$ cat src/rtl/link_pkg.sv
// Shared definitions for the board-to-board serial link (receiver and sender).
package link_pkg;

  localparam int DEFAULT_CLKS_PER_BIT = 8;
  localparam int DEFAULT_PAYLOAD_W    = 32;

  typedef enum logic [2:0] {
    IDLE    = 3'd0,
    START   = 3'd1,
    DATA    = 3'd2,
    PARITY  = 3'd3,
    STOP    = 3'd4,
    RECOVER = 3'd5
  } rx_state_t;

endpackage

$ cat src/rtl/sync_2ff.sv
// Two-flop synchronizer for a single asynchronous input; both flops reset to RESET_VAL.
module sync_2ff #(
  parameter logic RESET_VAL = 1'b1
) (
  input  logic clock,
  input  logic reset,
  input  logic d,
  output logic q
);

  logic meta;

  always_ff @(posedge clock) begin
    if (reset) begin
      meta <= RESET_VAL;
      q    <= RESET_VAL;
    end else begin
      meta <= d;
      q    <= meta;
    end
  end

endmodule

$ cat src/rtl/link_frame_receiver.sv
// Serial frame receiver: start, LSB-first payload, even parity, stop; oversampled at CLKS_PER_BIT.
//
// state   | meaning
// IDLE    | line high, waiting for a falling edge
// START   | half a bit in, confirm start bit is still low
// DATA    | sample payload bits mid-bit, LSB first
// PARITY  | sample even-parity bit
// STOP    | sample stop bit, emit result pulses
// RECOVER | stop bit was low, wait for line to return high
module link_frame_receiver
  import link_pkg::*;
#(
  parameter int CLKS_PER_BIT = DEFAULT_CLKS_PER_BIT,
  parameter int PAYLOAD_W    = DEFAULT_PAYLOAD_W
) (
  input  logic                 clock,
  input  logic                 reset,
  input  logic                 serial_in,
  output logic [PAYLOAD_W-1:0] message_data,
  output logic                 message_valid,
  output logic                 parity_error,
  output logic                 framing_error,
  output logic                 busy
);

  localparam int CNT_W = $clog2(CLKS_PER_BIT);
  localparam int IDX_W = (PAYLOAD_W > 1) ? $clog2(PAYLOAD_W) : 1;

  localparam logic [CNT_W-1:0] HALF_TC  = CNT_W'(CLKS_PER_BIT / 2 - 1);
  localparam logic [CNT_W-1:0] BIT_TC   = CNT_W'(CLKS_PER_BIT - 1);
  localparam logic [IDX_W-1:0] LAST_IDX = IDX_W'(PAYLOAD_W - 1);

  logic                 serial_s;
  rx_state_t            state;
  logic [CNT_W-1:0]     cnt;
  logic [IDX_W-1:0]     bit_idx;
  logic [PAYLOAD_W-1:0] shift_q;
  logic                 parity_q;
  logic                 parity_ok;

  sync_2ff #(.RESET_VAL(1'b1)) u_sync (
    .clock (clock),
    .reset (reset),
    .d     (serial_in),
    .q     (serial_s)
  );

  assign parity_ok = ((^shift_q) == parity_q);

  always_ff @(posedge clock) begin
    if (reset) begin
      state         <= IDLE;
      cnt           <= '0;
      bit_idx       <= '0;
      shift_q       <= '0;
      parity_q      <= 1'b0;
      message_data  <= '0;
      message_valid <= 1'b0;
      parity_error  <= 1'b0;
      framing_error <= 1'b0;
      busy          <= 1'b0;
    end else begin
      message_valid <= 1'b0;
      parity_error  <= 1'b0;
      framing_error <= 1'b0;

      case (state)
        IDLE: begin
          cnt <= '0;
          if (!serial_s) begin
            state <= START;
            busy  <= 1'b1;
          end
        end

        START: begin
          if (cnt == HALF_TC) begin
            cnt     <= '0;
            bit_idx <= '0;
            // A start bit that is gone by mid-bit was a glitch
            if (!serial_s) begin
              state <= DATA;
            end else begin
              state <= IDLE;
              busy  <= 1'b0;
            end
          end else begin
            cnt <= cnt + 1'b1;
          end
        end

        DATA: begin
          if (cnt == BIT_TC) begin
            cnt              <= '0;
            shift_q[bit_idx] <= serial_s;
            if (bit_idx == LAST_IDX) begin
              state <= PARITY;
            end else begin
              bit_idx <= bit_idx + 1'b1;
            end
          end else begin
            cnt <= cnt + 1'b1;
          end
        end

        PARITY: begin
          if (cnt == BIT_TC) begin
            cnt      <= '0;
            parity_q <= serial_s;
            state    <= STOP;
          end else begin
            cnt <= cnt + 1'b1;
          end
        end

        STOP: begin
          if (cnt == BIT_TC) begin
            cnt <= '0;
            if (serial_s && parity_ok) begin
              message_data  <= shift_q;
              message_valid <= 1'b1;
            end
            parity_error  <= ~parity_ok;
            framing_error <= ~serial_s;
            if (serial_s) begin
              state <= IDLE;
              busy  <= 1'b0;
            end else begin
              state <= RECOVER;
            end
          end else begin
            cnt <= cnt + 1'b1;
          end
        end

        RECOVER: begin
          if (serial_s) begin
            state <= IDLE;
            busy  <= 1'b0;
          end
        end

        default: begin
          state <= IDLE;
          busy  <= 1'b0;
        end
      endcase
    end
  end

endmodule

$ cat config.mk
export PLATFORM = sky130hd
export DESIGN_NAME = link_frame_receiver
export DESIGN_NICKNAME = d
export VERILOG_FILES = /design/src/rtl/link_pkg.sv /design/src/rtl/sync_2ff.sv /design/src/rtl/link_frame_receiver.sv
export SDC_FILE = /design/constraint.sdc
export NUM_CORES = 1
export LEC_CHECK = 0
export ABC_AREA = 1
export ABC_CLOCK_PERIOD_IN_PS = 2340
export CAP_MARGIN = 0
export CORE_MARGIN = 8
export CORE_UTILIZATION = 52
export DETAILED_ROUTE_END_ITERATION = 10
export PLACE_DENSITY = 0.77
export SLEW_MARGIN = 20
export SYNTH_ARGS = -nofsm -noshare
export SYNTH_HDL_FRONTEND = slang
export SYNTH_SLANG_ARGS = --single-unit
$ cat constraint.sdc
create_clock -name clock -period 2.34 [get_ports clock]
set_input_delay 0.234 -clock clock [delete_from_list [all_inputs] [get_ports clock]]
set_output_delay 0.234 -clock clock [all_outputs]
set_load 0.03 [all_outputs]
==> metrics <==
RSZ-0062 raised after global routing yes; ratio of cells with drive above 1 in the final layout 0.06033; Post-Synthesis Cells 740; Area contributors post-synth dfxtp_1 35%, nand2_1 21%, inv_1 10%; Netlist Area Pre-Place 0.004634 mm²; CTS Buf Count 9; worst skew pair latency roughly 0.35 ns; initial DRC count 230; Die X 110.4 µm; CP Class flip-flop to flip-flop; crit-path most repeated cell ha_1; DRC viols 0; Initial Utilization 0.5340; vias after detailed routing ~4600; Tcrit/Tclk final 0.9242; initial antenna violation count 0; Total GRT Usage 0.1799; total area of sequential cells 0.001642 mm²; final cell utilization of the core 0.6151; Synth Area per Inst 6.263 µm²; Fin Setup TNS 0 ns; clk_skew about 0.013 ns; startpoint types flip-flop; Synth area leader dfxtp_1; FF+latch count, synth just over 80; post-synthesis sequential area ratio 0.3542; Clock transition at path regs approximately 0.080 ns; largest net degree at the start of global routing 34; Ant. Diodes 0; family with the most delay on the worst path simple AND/OR/NAND/NOR gates; Critical Path RT 2.58 ns; Final Max Tran Viols 0; antenna-violating nets left 0; wire length per cell after detailed routing 12.73 µm; LEAKAGE roughly 2.4 nW; min cycle time layout 2.163 ns; Final setup viols 0; DIE AREA 0.01219 mm²; # port buffers 38; TritonRoute pass-1 iters 5; outcome finished clean; I/O pin total 39; endpoints failing hold 0; hold buffers post-CTS 0; worst-case clock buffer depth 2; Power Dens Cells approximately 560 mW/mm²; area occupied by multi-input gates 0.002360 mm²; min-delay worst type flip-flop to flip-flop; maxcap violations 0; Critical-path top delay cell nor3_4; die height 110.4 µm; Synth Net Count approximately 750; Max Freq 0.4624 GHz; H-tree Lvls 3; CTS tree yes; P_int 2.083 mW; Yosys top cell area share 0.3542; crit path DAT 2.41 ns; Layout area overhead 15.17%; NumNets Final about 790; Tot Pwr 2.971 mW; grt total ovfl 0; Flop pwr share 0.502; worst path cell trace ha_1 > ha_1 > inv_1 > nor3_4 > buf_4 > nand4_1 > nand2_1 > nor2_1; core area 0.008678 mm²; vias in the first global route 4282; Worst-Margin Slew ~0.84 ns; Setup Fix Bufs, Post-CTS 0; Unique masters post-synth 32; WL final 11290 µm; first-pass GRT wire length 19000 µm; power share of the combinational group 0.174; sw frac 0.2987; CTS Root Cell clkbuf_8; Ys Warns 0; Critical Path Sink Type flip-flop; Clk pwr share 0.324; # rows 34; filler cell count 803; Worst path max stage delay 0.48 ns; most frequent cells in the layout 262 x nand2_1, 127 x inv_1, 82 x dfxtp_1; clock sinks 82; most common cell after layout, fill and taps aside nand2_1; vias per cell roughly 5.2; Switching Power 887.5 µW; VDD IR max 554.8 µV; Max transition margin 0.4336; maximum fanout along the worst path 22; Final Wtd Congestion 0.9141; CP bufs+invs 2; hpwl dp 8156 µm
[timing repair]
item,in CTS,in global routing
endpoints found under the hold margin,0,0
gates resized for setup,0,4
endpoints found under the setup margin,0,42
[layer usage]
layer / track usage / vias up / routed length [µm]
met5: 0 / - / 0
met4: 0.07748 / 0 / 205
li1: - / 2404 / -
met2: 0.3080 / 125 / 5298
met3: 0.04113 / 22 / 664
met1: 0.2095 / 2054 / 5125
[final timing paths]
check / depth (start not counted) / startpoint / slack (ns) / end
hold / removal: 1 / u_sync.meta / 0.42 / u_sync.q
setup / recovery: 8 / cnt[0] / 0.18 / message_data[3]
setup reg to reg: 8 / cnt[0] / 0.18 / message_data[3]
hold reg to reg: 1 / u_sync.meta / 0.42 / u_sync.q
[power groups by stage]
stage / Sequential, mW / Clock [mW] / Combinational [mW]
6_report: 1.49 / 0.963 / 0.517
4_1_cts: 1.49 / 0.984 / 0.511
5_1_grt: 1.50 / 1.05 / 0.598
2_1_floorplan: 1.53 / 0 / 0.372
3_3_place_gp: 1.52 / 0 / 0.487
3_5_place_dp: 1.52 / 0 / 0.508
[cells by family after synthesis]
| kind of cell | share of synthesized area |
|---|---|
| and+or+nand+nor | 0.3548 |
| buffers and inverters | 0.1444 |
| AOI/OAI and AO/OA | 0.1147 |
| DFF | 0.3542 |
| adders and majority gates | 0.02430 |
| xor gates and xnor gates | 0.007561 |
[flip-flops by register name, indices dropped and copies added, names as in the netlist]
register       flops
message_data      32
shift_q           32
bit_idx            5
cnt                3
state              3
busy               1
framing_error      1
message_valid      1
parity_error       1
parity_q           1
u_sync.meta        1
u_sync.q           1
[Yosys cell counts (all sizes together)]
master	count
inv	134
nand4	35
nor2	57
xor2	2
o21bai	1
o21ai	19
a311oi	21
o311ai	1
a31oi	7
a21oi	35
ha	9
nor3	17
buf	13
or2	3
nand2	263
o311a	1
clkbuf	19
nor3b	2
clkinv	1
xnor2	2
a211oi	1
nand3	15
dfxtp	82
[through the flow]
| step | setup slack [ns] | instances | hold WS (ns) | area [µm²] |
|---|---|---|---|---|
| floorplan | 0.5167 | 740 | 0.3378 | 4634 |
| global placement | 0.2794 | 872 | 0.3951 | 5129 |
| global route | 0.006547 | 887 | 0.4441 | 5338 |
| CTS | 0.1592 | 885 | 0.4354 | 5300 |
| detailed placement | 0.1843 | 872 | 0.4127 | 5129 |
| finish | 0.1773 | 887 | 0.4221 | 5338 |
[area by class of cell]
cell class | count | share of cell area
clock buffers | 10 | 0.02391
inverters | 135 | 0.09494
well taps | 108 | 0.02532
flip-flops and latches | 82 | 0.3075
repair buffers | 56 | 0.09798
clock inverters | 3 | 0.008204
multi-input cells | 493 | 0.4421
Note: power is estimated with default switching activity, not from simulation.
